### config.mk
export PLATFORM = sky130hd
export DESIGN_NAME = slot_allocator
export DESIGN_NICKNAME = d
export VERILOG_FILES = /design/src/rtl/slot_allocator.sv
export SDC_FILE = /design/constraint.sdc
export NUM_CORES = 1
export LEC_CHECK = 0
export BUFFER_PORTS_ARGS = -buffer_cell sky130_fd_sc_hd__buf_2
export CORE_MARGIN = 2
export CORE_UTILIZATION = 45
export DETAILED_ROUTE_END_ITERATION = 7
export PLACE_DENSITY = 0.7
export SLEW_MARGIN = 20
export SYNTH_ARGS = -nofsm -noshare
export SYNTH_HDL_FRONTEND = slang
export SYNTH_SLANG_ARGS = --single-unit
export TNS_END_PERCENT = 10
### constraint.sdc
create_clock -name clk -period 5.4 [get_ports clk]
set_clock_uncertainty 0.15 [all_clocks]
set_input_delay 0.81 -clock clk [delete_from_list [all_inputs] [get_ports clk]]
set_output_delay 0.81 -clock clk [all_outputs]
set_load 0.05 [all_outputs]
### src/rtl/slot_allocator.sv
// Slot pool allocator: hands out the highest-indexed free slot each cycle and
// tracks occupancy with a busy vector and a population count.
module slot_allocator #(
   parameter int N = 4
) (
   input  logic             clk,
   input  logic             rst,
   input  logic             alloc_req,
   output logic             alloc_gnt,
   output logic [N-1:0]     alloc_idx,
   input  logic             free_req,
   input  logic [N-1:0]     free_idx,
   input  logic             flush,
   output logic [2**N-1:0]  busy,
   output logic [N:0]       count,
   output logic             full,
   output logic             empty,
   output logic             free_err
);

   localparam int S = 2**N;

   logic [N-1:0] sel;
   logic [S-1:0] sel_mask;
   logic [S-1:0] free_mask;
   logic         alloc_ok;
   logic         free_ok;
   logic         free_bad;
   logic [S-1:0] busy_nxt;
   logic [N:0]   count_nxt;

   assign full  = (count == (N+1)'(S));
   assign empty = (count == '0);

   // Ascending scan: the last free slot seen is the highest-indexed one.
   always_comb begin
      sel = '0;
      for (int i = 0; i < S; i++) begin
         if (!busy[i]) sel = N'(i);
      end
   end

   assign sel_mask  = S'(1) << sel;
   assign free_mask = S'(1) << free_idx;
   assign alloc_ok  = alloc_req & ~full;
   assign free_ok   = free_req & busy[free_idx];
   assign free_bad  = free_req & ~busy[free_idx];

   // The freed slot is still busy pre-edge, so it can never equal sel here.
   always_comb begin
      busy_nxt  = busy;
      count_nxt = count;
      if (free_ok) busy_nxt = busy_nxt & ~free_mask;
      if (alloc_ok) busy_nxt = busy_nxt | sel_mask;
      count_nxt = count + (N+1)'(alloc_ok) - (N+1)'(free_ok);
   end

   always_ff @(posedge clk) begin
      if (!rst) begin
         busy      <= '0;
         count     <= '0;
         alloc_gnt <= 1'b0;
         alloc_idx <= '0;
         free_err  <= 1'b0;
      end else if (flush) begin
         busy      <= '0;
         count     <= '0;
         alloc_gnt <= 1'b0;
         free_err  <= 1'b0;
      end else begin
         busy      <= busy_nxt;
         count     <= count_nxt;
         alloc_gnt <= alloc_ok;
         free_err  <= free_bad;
         if (alloc_ok) alloc_idx <= sel;
      end
   end

endmodule

# ---- Word-level counts from Yosys, hierarchy flattened
# Index checks and enable logic that the tools add are counted.
dict set report classes {
  n_addsub 2
  order_cmp 1
  n_eq_ne 1
  shifts 2
  muxes 19
  n_bitwise 10
  reduce_logical 3
}
# operator count
set ops {}
lappend ops {{$mux 4} 14}
lappend ops {{$mux 16} 2}
lappend ops {{$shl 1x4->16 const A} 2}
lappend ops {{$and 16x16->16} 1}
lappend ops {{$not 16->16} 1}
lappend ops {{$or 16x16->16} 1}
lappend ops {{$add 5x1->5} 1}
lappend ops {{$eq 5x5->1 const B} 1}
lappend ops {{$logic_not 5->1} 1}
lappend ops {{$lt 4x5->1 const B} 1}
lappend ops {{$sub 5x1->5} 1}
lappend ops {{$bmux 1 s4} 1}
lappend ops {{$not 1->1} 4}
lappend ops {{$and 1x1->1} 3}
lappend ops {{$mux 1} 2}
lappend ops {{$reduce_and 2->1} 1}
lappend ops {{$reduce_or 2->1} 1}
dict set report word_totals {
  reg_bits 27
  in_bits 9
  out_inout_bits 29
}

# ---- Logic depth before layout (Yosys ltp)
dict set report depth {
  word_depth 18
  mapped_depth 15
  ltp_nobuf 14
}

# ---- Worst setup path after synthesis
# Ideal clock, no wire load.
dict set report synth_timing {
  path_kind {register -> output}
  from {reg count[3]}
  to {out empty}
  arrival_ns 2.370
  required_ns 4.440
  slack_ns 2.070
  stages_incl_launch_ff 4
  n_path_buf 0
  path_cell_list {dfxtp_1 -> inv_1 -> ha_1 -> nor4b_1}
}
dict set report synth_between {
  elab_chain_len 1
}
# element line
set synth_rtl {}
lappend synth_rtl {{start, declared} 15} ;# output logic [N:0] count,
lappend synth_rtl {{start signal, assigned} 72} ;# count <= count_nxt;
lappend synth_rtl {{$logic_not 5->1} 33} ;# assign empty = (count == '0);
lappend synth_rtl {{end, declared} 17} ;# output logic empty,
# Every way passes these cells.

# ---- Worst setup path after layout
dict set report layout_timing {
  from {in free_idx[0]}
  to {reg count[4]}
}
dict set report layout_between {
  elab_chain_len 4
}
# element line
set layout_rtl {}
lappend layout_rtl {{start, declared} 12} ;# input logic [N-1:0] free_idx,
lappend layout_rtl {{$bmux 1 s4} 46} ;# assign free_ok = free_req & busy[free_idx];
lappend layout_rtl {{$mux 1 (not written as such)} 46}
lappend layout_rtl {{$and 1x1->1} 46}
lappend layout_rtl {{$sub 5x1->5} 55} ;# count_nxt = count + (N+1)'(alloc_ok) - (N+1)'(free_ok);
# Every way passes these cells. The select of a mux whose other input is x is not followed.
# A chain may end at the register's enable or synchronous reset.

==> out/qor.csv <==
stage;metric;value;unit
drt;routed_wl;3.99;mm
power;switching_share;0.307;
cts;clockRootBuffer;clkbuf_4;
place;io_buffers;37;
synthesis;avgSynthCellArea;9.37;um^2
cts;cts.sinks;27;
place;dp.cells;243;
global_routing;use_met1;0.285;
place;place_congestion;0.887;
synthesis;synth-seq-cells;27;
place;dpl_cell_area;0.00177;mm^2
synthesis;synth_top_cell_by_area;dfxtp_1;
global_routing;grt_first_pass_wirelength;6.73;mm
finish;final_cells;247;
power;p_sw;111;uW
drt;antenna_left;0;
power;powerDensity;200;mW/mm^2
sta;fin_crit_sh;0.605;
sta;final_max_slew_viol_count;0;
setup_path;critPathCaptureType;flop;
global_routing;grt_max_degree;18;
global_routing;grt_antenna_before_repair;0;
synthesis;synth_area_leaders;dfxtp_1 (35%), mux4_1 (6.7%), o31ai_1 (6.2%);
setup_path;worst-path-buf-inv;3;
synthesis;synth_edf_count;0;
drt;post_drt_wl_per_cell;16.2;um
die;ios;38;
die;core;0.00334;mm^2
sta;finalSetupTns;0;ns
finish;syn2layout_area_growth;15.0;%
synthesis;syn_inst;167;
finish;drive_gt1_frac;0.224;
drt;drt-initial-drc-count;59;
finish;final_area;0.00180;mm^2
sta;rsz0062_at_grt;no;
power;p_int;250;uW
synthesis;synth-main-ff-cell;dfxtp_1;
sta;holdWs;0.371;ns
setup_path;crit_family;multiplexers;
setup_path;critical_path.max_fanout;12;
power;p_clk_frac;0.253;
sta;tightest_slew;1.05;ns
sta;finalCriticalPeriod;3.27;ns
global_routing;grt_overflow_total;0;
power;p_leak;0.768;nW
sta;setup_viol;0;
sta;slew_headroom;0.294;
power;seq_power_share;0.577;
status;status;finished clean;
setup_path;crit_arrival;3.38;ns
setup_path;startpoint_type;primary input;
cts;cts-buffers-inserted;3;
synthesis;yosysSeqAreaShare;0.346;
finish;finish.net_count;218;
place;hpwl;3.05;mm
setup_path;worstPathRequired;5.51;ns
global_routing;busiest_layer;met2;
power;peakVddDrop;0.000104;V
cts;htree_levels;1;
synthesis;ys_types;47;
synthesis;netlist.area_leader.share;0.346;
global_routing;use_met3;0.0414;
setup_path;path_class;primary input to flop;
setup_path;cpPeakStageDelay;0.59;ns
finish;fillers;340;
synthesis;yosys_warnings;0;
power;pwr-share-comb;0.170;
sta;fmax;306;MHz
cts;clk_latency;0.33;ns
synthesis;synth_top_cells_by_count;dfxtp_1 (27), inv_1 (16), o31ai_1 (13);
global_routing;grtUsageTotal;0.210;
drt;drc;0;
die;die_h;63.0;um
die;fp.dieW;63.0;um
cts;cts_max_path_buffers;2;
synthesis;synth_nets;183;
cts;cts_setup_buffers;0;
sta;hold_viol;0;
finish;diodes;0;
drt;vias_per_cell;6.02;
drt;dr.pass1.iters;4;
setup_path;crit_chain;buf_2, mux4_1, mux2i_1, mux2_2, nor2b_1, ha_1, inv_1, ha_1, inv_1, fa_1, nor2b_1, o21bai_1, nand3_1, nor3b_1;
die;rows;21;
cts;clk_pin_slew_worst_paths;0.16;ns
synthesis;synth_async_sr_flop_share;0;
cts;cts_tree;done;
setup_path;crit_slowest_cell;mux4_1;
drt;num_vias;1486;
synthesis;yosys.cell_count.top_type;dfxtp_1;
cts;cts.repair.resized;0;
run;cap_violations;0;
global_routing;grtUsageMet2;0.336;
cts;hold_buffers;0;
global_routing;grt_pass1_vias;1405;
synthesis;synth_area;0.00156;mm^2
min_path;hp-class;flop to flop;
die;die-area;0.00396;mm^2
die;start_util;0.469;
==> layer usage <==
| metal | share of wire | up-vias |
|---|---|---|
| met5 | 0 | - |
| met4 | 0.0078 | 0 |
| met3 | 0.071 | 4 |
| met2 | 0.48 | 60 |
| met1 | 0.44 | 709 |
| li1 | - | 713 |
==> final timing paths <==
path	from	to	slack [ns]	cells past startpoint
worst max-delay path	free_idx[0]	count[4]$_SDFF_PP0_	2.13	14
worst min-delay path	alloc_idx[1]$_SDFFE_PN0P_	alloc_idx[1]$_SDFFE_PN0P_	0.37	2
worst max register to register	count[3]$_SDFF_PP0_	count[4]$_SDFF_PP0_	2.25	14
worst min register to register	alloc_idx[1]$_SDFFE_PN0P_	alloc_idx[1]$_SDFFE_PN0P_	0.37	2
==> cell families (layout without fill, tap and decap cells) <==
family / Yosys count / after routing / synth area share
XOR/XNOR: 2 / 2 / 0.0112
flip-flops: 27 / 27 / 0.346
buffers and inverters: 23 / 57 / 0.0624
AND/OR/NAND/NOR: 49 / 49 / 0.185
multiplexers: 7 / 7 / 0.0872
adder cells (fa/ha/maj): 7 / 7 / 0.0608
AO/OA/AOI/OAI: 52 / 52 / 0.248
==> final cells by class <==
class                   count  area [um^2]  share of cell area
multi-input cells         117          926               0.515
flip-flops and latches     27          541               0.300
repair buffers             37          185               0.103
inverters                  16         60.1              0.0334
well taps                  46         57.6              0.0320
clock buffers               3         22.5              0.0125
clock inverters             1         7.51             0.00417
==> worst reg2reg max path, cell delays in order (launching register included) <==
cell,delay (ns)
dfxtp_1,0.41
inv_1,0.08
ha_1,0.18
and4bb_1,0.24
nor2b_1,0.44
inv_1,0.14
ha_1,0.31
inv_1,0.05
ha_1,0.15
inv_1,0.05
fa_1,0.37
nor2b_1,0.15
o21bai_1,0.10
nand3_1,0.08
nor3b_1,0.17
==> registers in the layout, indices dropped and copies added, names as in the netlist <==
name,count
free_err,1
alloc_idx,4
count,5
busy,16
alloc_gnt,1
==> through the flow <==
step / worst slack [ns] / power (mW) / util
detailed placement: 1.79 / 0.273 / 0.530
global placement: 1.88 / 0.272 / 0.530
floorplan: 2.07 / 0.258 / -
global route: 1.88 / 0.377 / 0.539
finish: 2.13 / 0.360 / 0.539
CTS: 2.15 / 0.364 / 0.539
==> power groups by stage <==
stage | clock network [mW] | logic (mW) | registers [mW]
after floorplan | 0 | 0.0297 | 0.228
after global placement | 0 | 0.0597 | 0.212
after detailed placement | 0 | 0.0609 | 0.212
after CTS | 0.0945 | 0.0611 | 0.208
after global routing | 0.102 | 0.0661 | 0.209
final | 0.0914 | 0.0612 | 0.208
==> layout by cell type (no fill, tap or decap), types with 3 or more instances in the layout <==
cell type | synthesis | layout
buf_2 | 3 | 37
dfxtp_1 | 27 | 27
inv_1 | 16 | 16
o31ai_1 | 13 | 13
o211ai_1 | 11 | 11
nor2_1 | 9 | 9
nand4_1 | 9 | 9
nor2b_1 | 6 | 6
nand2_1 | 6 | 6
ha_1 | 6 | 6
mux4_1 | 4 | 4
a21oi_1 | 4 | 4
a311oi_1 | 4 | 4
nand3_1 | 3 | 3
a31oi_1 | 3 | 3
o21ai_1 | 3 | 3
o311ai_0 | 3 | 3
clkbuf_4 | 0 | 3
Power figures use the tool's default switching activity.
